## src/rtl/mem_arbiter.sv

```systemverilog
`default_nettype none
// ============================================================================
// Module   : mem_arbiter
// Purpose  : Single-port memory responder for a single-cycle MIPS datapath.
//            Arbitrates the instruction and data ports onto one fixed-latency
//            RAM (data has priority), stalls each requester with a wait
//            signal until its access completes, and parks after a halt
//            once the RAM has drained.
// Revision : 1.0 - initial release
// ============================================================================
module mem_arbiter #(
  parameter int LAT = 2            // RAM access latency in cycles, 1..15
) (
  input  logic        CLK,
  input  logic        nRST,
  input  logic        halt,
  input  logic        iREN,
  input  logic [31:0] iaddr,
  output logic [31:0] iload,
  output logic        iwait,
  input  logic        dREN,
  input  logic        dWEN,
  input  logic [31:0] daddr,
  input  logic [31:0] dstore,
  output logic [31:0] dload,
  output logic        dwait,
  output logic        ramREN,
  output logic        ramWEN,
  output logic [31:0] ramaddr,
  output logic [31:0] ramstore,
  input  logic [31:0] ramload,
  output logic        err,
  output logic        halted
);

  localparam logic [3:0] c_lat = 4'(LAT);

  typedef enum logic [2:0] {
    ST_IDLE   = 3'd0,
    ST_DACC   = 3'd1,
    ST_IACC   = 3'd2,
    ST_TURN   = 3'd3,
    ST_HALTED = 3'd4
  } state_t;

  state_t      r_state;
  state_t      w_next_state;
  logic [3:0]  r_cnt;
  logic [3:0]  w_cnt_next;
  logic        r_dwrite;        // data access was entered as a write
  logic        w_dwrite_next;
  logic        r_err;

  logic        w_d_req;
  logic        w_d_done;
  logic        w_i_done;

  // A port completes only in the final latency cycle while it still requests.
  assign w_d_req  = dREN | dWEN;
  assign w_d_done = (r_state == ST_DACC) && (r_cnt == c_lat) && w_d_req;
  assign w_i_done = (r_state == ST_IACC) && (r_cnt == c_lat) && iREN;

  // State, latency counter, access type and sticky error registers.
  always_ff @(posedge CLK or negedge nRST) begin
    if (!nRST) begin
      r_state  <= ST_IDLE;
      r_cnt    <= 4'd0;
      r_dwrite <= 1'b0;
      r_err    <= 1'b0;
    end else begin
      r_state  <= w_next_state;
      r_cnt    <= w_cnt_next;
      r_dwrite <= w_dwrite_next;
      if ((r_state == ST_DACC) && dREN && dWEN) begin
        r_err <= 1'b1;
      end
    end
  end

  // Next-state logic: data before instruction, a turnaround after every
  // access so the requester's stale request is never re-sampled.
  always_comb begin
    w_next_state  = r_state;
    w_cnt_next    = r_cnt;
    w_dwrite_next = r_dwrite;
    case (r_state)
      ST_IDLE: begin
        w_cnt_next = 4'd0;
        if (halt) begin
          w_next_state = ST_HALTED;
        end else if (w_d_req) begin
          w_next_state  = ST_DACC;
          w_cnt_next    = 4'd1;
          w_dwrite_next = dWEN;
        end else if (iREN) begin
          w_next_state = ST_IACC;
          w_cnt_next   = 4'd1;
        end
      end
      ST_DACC: begin
        if (!w_d_req || (r_cnt == c_lat)) begin
          w_next_state = ST_TURN;
          w_cnt_next   = 4'd0;
        end else begin
          w_cnt_next = r_cnt + 4'd1;
        end
      end
      ST_IACC: begin
        if (!iREN || (r_cnt == c_lat)) begin
          w_next_state = ST_TURN;
          w_cnt_next   = 4'd0;
        end else begin
          w_cnt_next = r_cnt + 4'd1;
        end
      end
      ST_TURN: begin
        w_cnt_next   = 4'd0;
        w_next_state = halt ? ST_HALTED : ST_IDLE;
      end
      ST_HALTED: begin
        w_cnt_next = 4'd0;
      end
      default: begin
        w_next_state = ST_IDLE;
        w_cnt_next   = 4'd0;
      end
    endcase
  end

  // RAM side is driven from the live request inputs, gated by state.
  always_comb begin
    ramREN   = 1'b0;
    ramWEN   = 1'b0;
    ramaddr  = 32'd0;
    ramstore = 32'd0;
    case (r_state)
      ST_DACC: begin
        ramaddr  = daddr;
        ramstore = dstore;
        ramREN   = dREN & ~dWEN;
        ramWEN   = dWEN;
      end
      ST_IACC: begin
        ramaddr = iaddr;
        ramREN  = 1'b1;
      end
      default: begin
        ramREN = 1'b0;
      end
    endcase
  end

  // CPU side: waits drop only on completion, read data shown only then.
  always_comb begin
    halted = (r_state == ST_HALTED);
    err    = r_err;
    iwait  = halted | (iREN & ~w_i_done);
    dwait  = halted | (w_d_req & ~w_d_done);
    iload  = w_i_done ? ramload : 32'd0;
    dload  = (w_d_done && !r_dwrite) ? ramload : 32'd0;
  end

endmodule
`default_nettype wire

```

## config.mk

```make
export PLATFORM = sky130hd
export DESIGN_NAME = mem_arbiter
export DESIGN_NICKNAME = d
export VERILOG_FILES = /design/src/rtl/mem_arbiter.sv
export SDC_FILE = /design/constraint.sdc
export NUM_CORES = 1
export LEC_CHECK = 0
export ABC_AREA = 1
export CAP_MARGIN = 25
export CORE_AREA = 10 10 96 98
export CTS_CLUSTER_SIZE = 40
export DETAILED_ROUTE_END_ITERATION = 10
export DIE_AREA = 0 0 106 108
export PLACE_DENSITY = 0.89
export SYNTH_ARGS = -nofsm -noshare
export SYNTH_HDL_FRONTEND = slang
export SYNTH_SLANG_ARGS = --single-unit
```

## constraint.sdc

```tcl
create_clock -name CLK -period 3.3 [get_ports CLK]
set_clock_uncertainty 0.15 [all_clocks]
set_input_delay 0.66 -clock CLK [delete_from_list [all_inputs] [get_ports CLK]]
set_output_delay 0.66 -clock CLK [all_outputs]
set_load 0.01 [all_outputs]
```

==> impl_metrics.ini <==
[floorplan]
core_area_mm2 = 0.00745
die_h_um = 108
die_area_mm2 = 0.0114
rows = 32
initial_core_util_pct = 20.9
io_pins = 268
die_width_um = 106

[setup_path]
cp-end-kind = output port
path_max_fanout = 32
arrival_ns = 2.41
start_kind = input port
critPathKind = input port to output port
cp.required_ns = 2.49

[sta]
slew_headroom_pct = 64.3
rsz0062_at_grt = false
drv_slew = 0
fmax_mhz = 311
tightestPinTransition_ns = 0.535
hold_ws_ns = 0.339
hold_viol_final = 0
setup_viol = 0
post-route-min-period_ns = 3.22
final.setup.tns_ns = 0
final.period_utilization_pct = 97.5

[yosys]
ys_warn_count = 0
mappedNetlistArea_mm2 = 0.00155
syn_inst = 281
synthFlopType = dfrtp_1
synth_area_per_cell_um2 = 5.53
yosysUniqueCellTypes = 21
yosysSeqAreaShare_pct = 14.5
async_flop_share_pct = 100
syn_nets = 417
ys_ff_latch = 9
synth_edf_count = 0

[clock_tree]
htree_levels = 1
clock_sinks = 9
cts_tree = yes
cts_buffer_depth = 2
postCtsHoldBufs = 0
cts_setup_buffers = 0
cts_inserted_buffers = 3
clk_pin_slew_ns = 0.04
post_cts_resized = 0
root_buffer = clkbuf_8
clock_latency_ns = 0.23

[pwr]
vdd_drop_max_mv = 0.370
leakagePower_nw = 1.98
power-per-cell-area_mw_per_mm2 = 370

[outcome]
status = complete, no violations

[routing]
routed-via-count = 2814
ant_nets = 0
drc = 0
drtIter0Drc = 98
via_per_inst = 4.38
wirelength_um = 11200
firstDrtPassIters = 4
drt-wirelength-per-cell_um = 17.4

[min_path]
holdCritPathClass = flip-flop to flip-flop

[placed_design]
place_congestion = 0.919
dp_hpwl_um = 10100
io_buffers = 267

[global_routing]
grt_pass1_wl_um = 16000
grt-ovfl-total = 0
grt_max_degree = 35
grt_use_total_pct = 17.3
grt_pass1_vias = 2784
antenna_found_initial = 0

[final_layout]
nNetsFinal = 677
syn_to_final_growth_pct = 178
layout_common_cells = clkdlybuf4s50_1, nor2_1, inv_1
drive_gt1_share_pct = 2.78
finish.utilization_pct = 58.0
final_common_cell = clkdlybuf4s50_1
diodes = 0

[run]
cap_violations = 0
[per-layer routing]
metal  track usage [%]  part of all wire (%)  wire length (µm)
met1              18.2                    36              3990
met2              32.7                    53              5880
met3              7.26                    11              1270
met4              1.26                  0.28                31
met5                 0                     0                 0
[report_power, final]
part	switching [mW]	internal [mW]	total, mW
Sequential	0.0342	0.147	0.181
Combinational	0.602	0.691	1.29
Clock	0.0413	0.0840	0.125
Total	0.677	0.922	1.60
[worst paths after layout]
check | endpoint | slack (ns) | depth (start not counted) | startpoint
max in group asynchronous | err | 2.14 | 1 | nRST
setup / recovery | dload[10] | 0.08 | 7 | dWEN
min in group asynchronous | r_cnt[3] | 0.58 | 1 | nRST
hold / removal | r_dwrite | 0.34 | 2 | r_dwrite
hold reg to reg | r_dwrite | 0.34 | 2 | r_dwrite
setup reg to reg | r_state[0] | 1.66 | 5 | r_state[1]
[registers in the layout, indices dropped and copies added (netlist names)]
register and cells:
err 1, r_cnt 4, r_state 3, r_dwrite 1
[cell usage after synthesis, types with 2 or more instances]
library cell	n	area [µm²]
nor2_1	109	409
inv_1	72	270
a22o_1	32	280
nand2_1	13	48.8
buf_2	9	45.0
dfrtp_1	9	225
nand3_1	7	35.0
buf_6	6	67.6
inv_2	4	15.0
nand4_1	4	25.0
o21ai_0	4	20.0
ha_1	2	25.0
o31ai_1	2	15.0
[stage by stage]
step	worst slack [ns]	instances	cell area (µm²)	power, mW
2_1_floorplan	1.24	281	1550	0.763
3_3_place_gp	0.185	638	4280	1.45
3_5_place_dp	0.0680	638	4280	1.48
4_1_cts	0.0700	642	4320	1.61
5_1_grt	0.0150	642	4320	1.71
6_report	0.0810	642	4320	1.60
[cells by family (layout without fill, tap and decap cells)]
logic type | Yosys count | in the layout | share of synthesized area, %
adder cells (fa/ha/maj) | 2 | 2 | 1.61
AO/OA/AOI/OAI | 39 | 39 | 20.9
XOR/XNOR | 2 | 2 | 1.13
buffers and inverters | 91 | 350 | 25.6
AND/OR/NAND/NOR | 138 | 138 | 36.3
flip-flops | 9 | 9 | 14.5
[area by class of cell]
cell class	instances	area, µm²
fill	643	3130
timing repair buffer	270	2710
multi-input combinational	181	930
inverter	76	285
sequential	9	225
tap	102	128
clock buffer	4	45.0
[critical path: stages]
cell	delay, ns
clkdlybuf4s50_1	0.52
nor2_1	0.10
nor2_1	0.13
nand2_2	0.09
buf_12	0.17
nor2_1	0.13
clkdlybuf4s50_1	0.59
No activity file was read; power rests on OpenSTA's default activity.
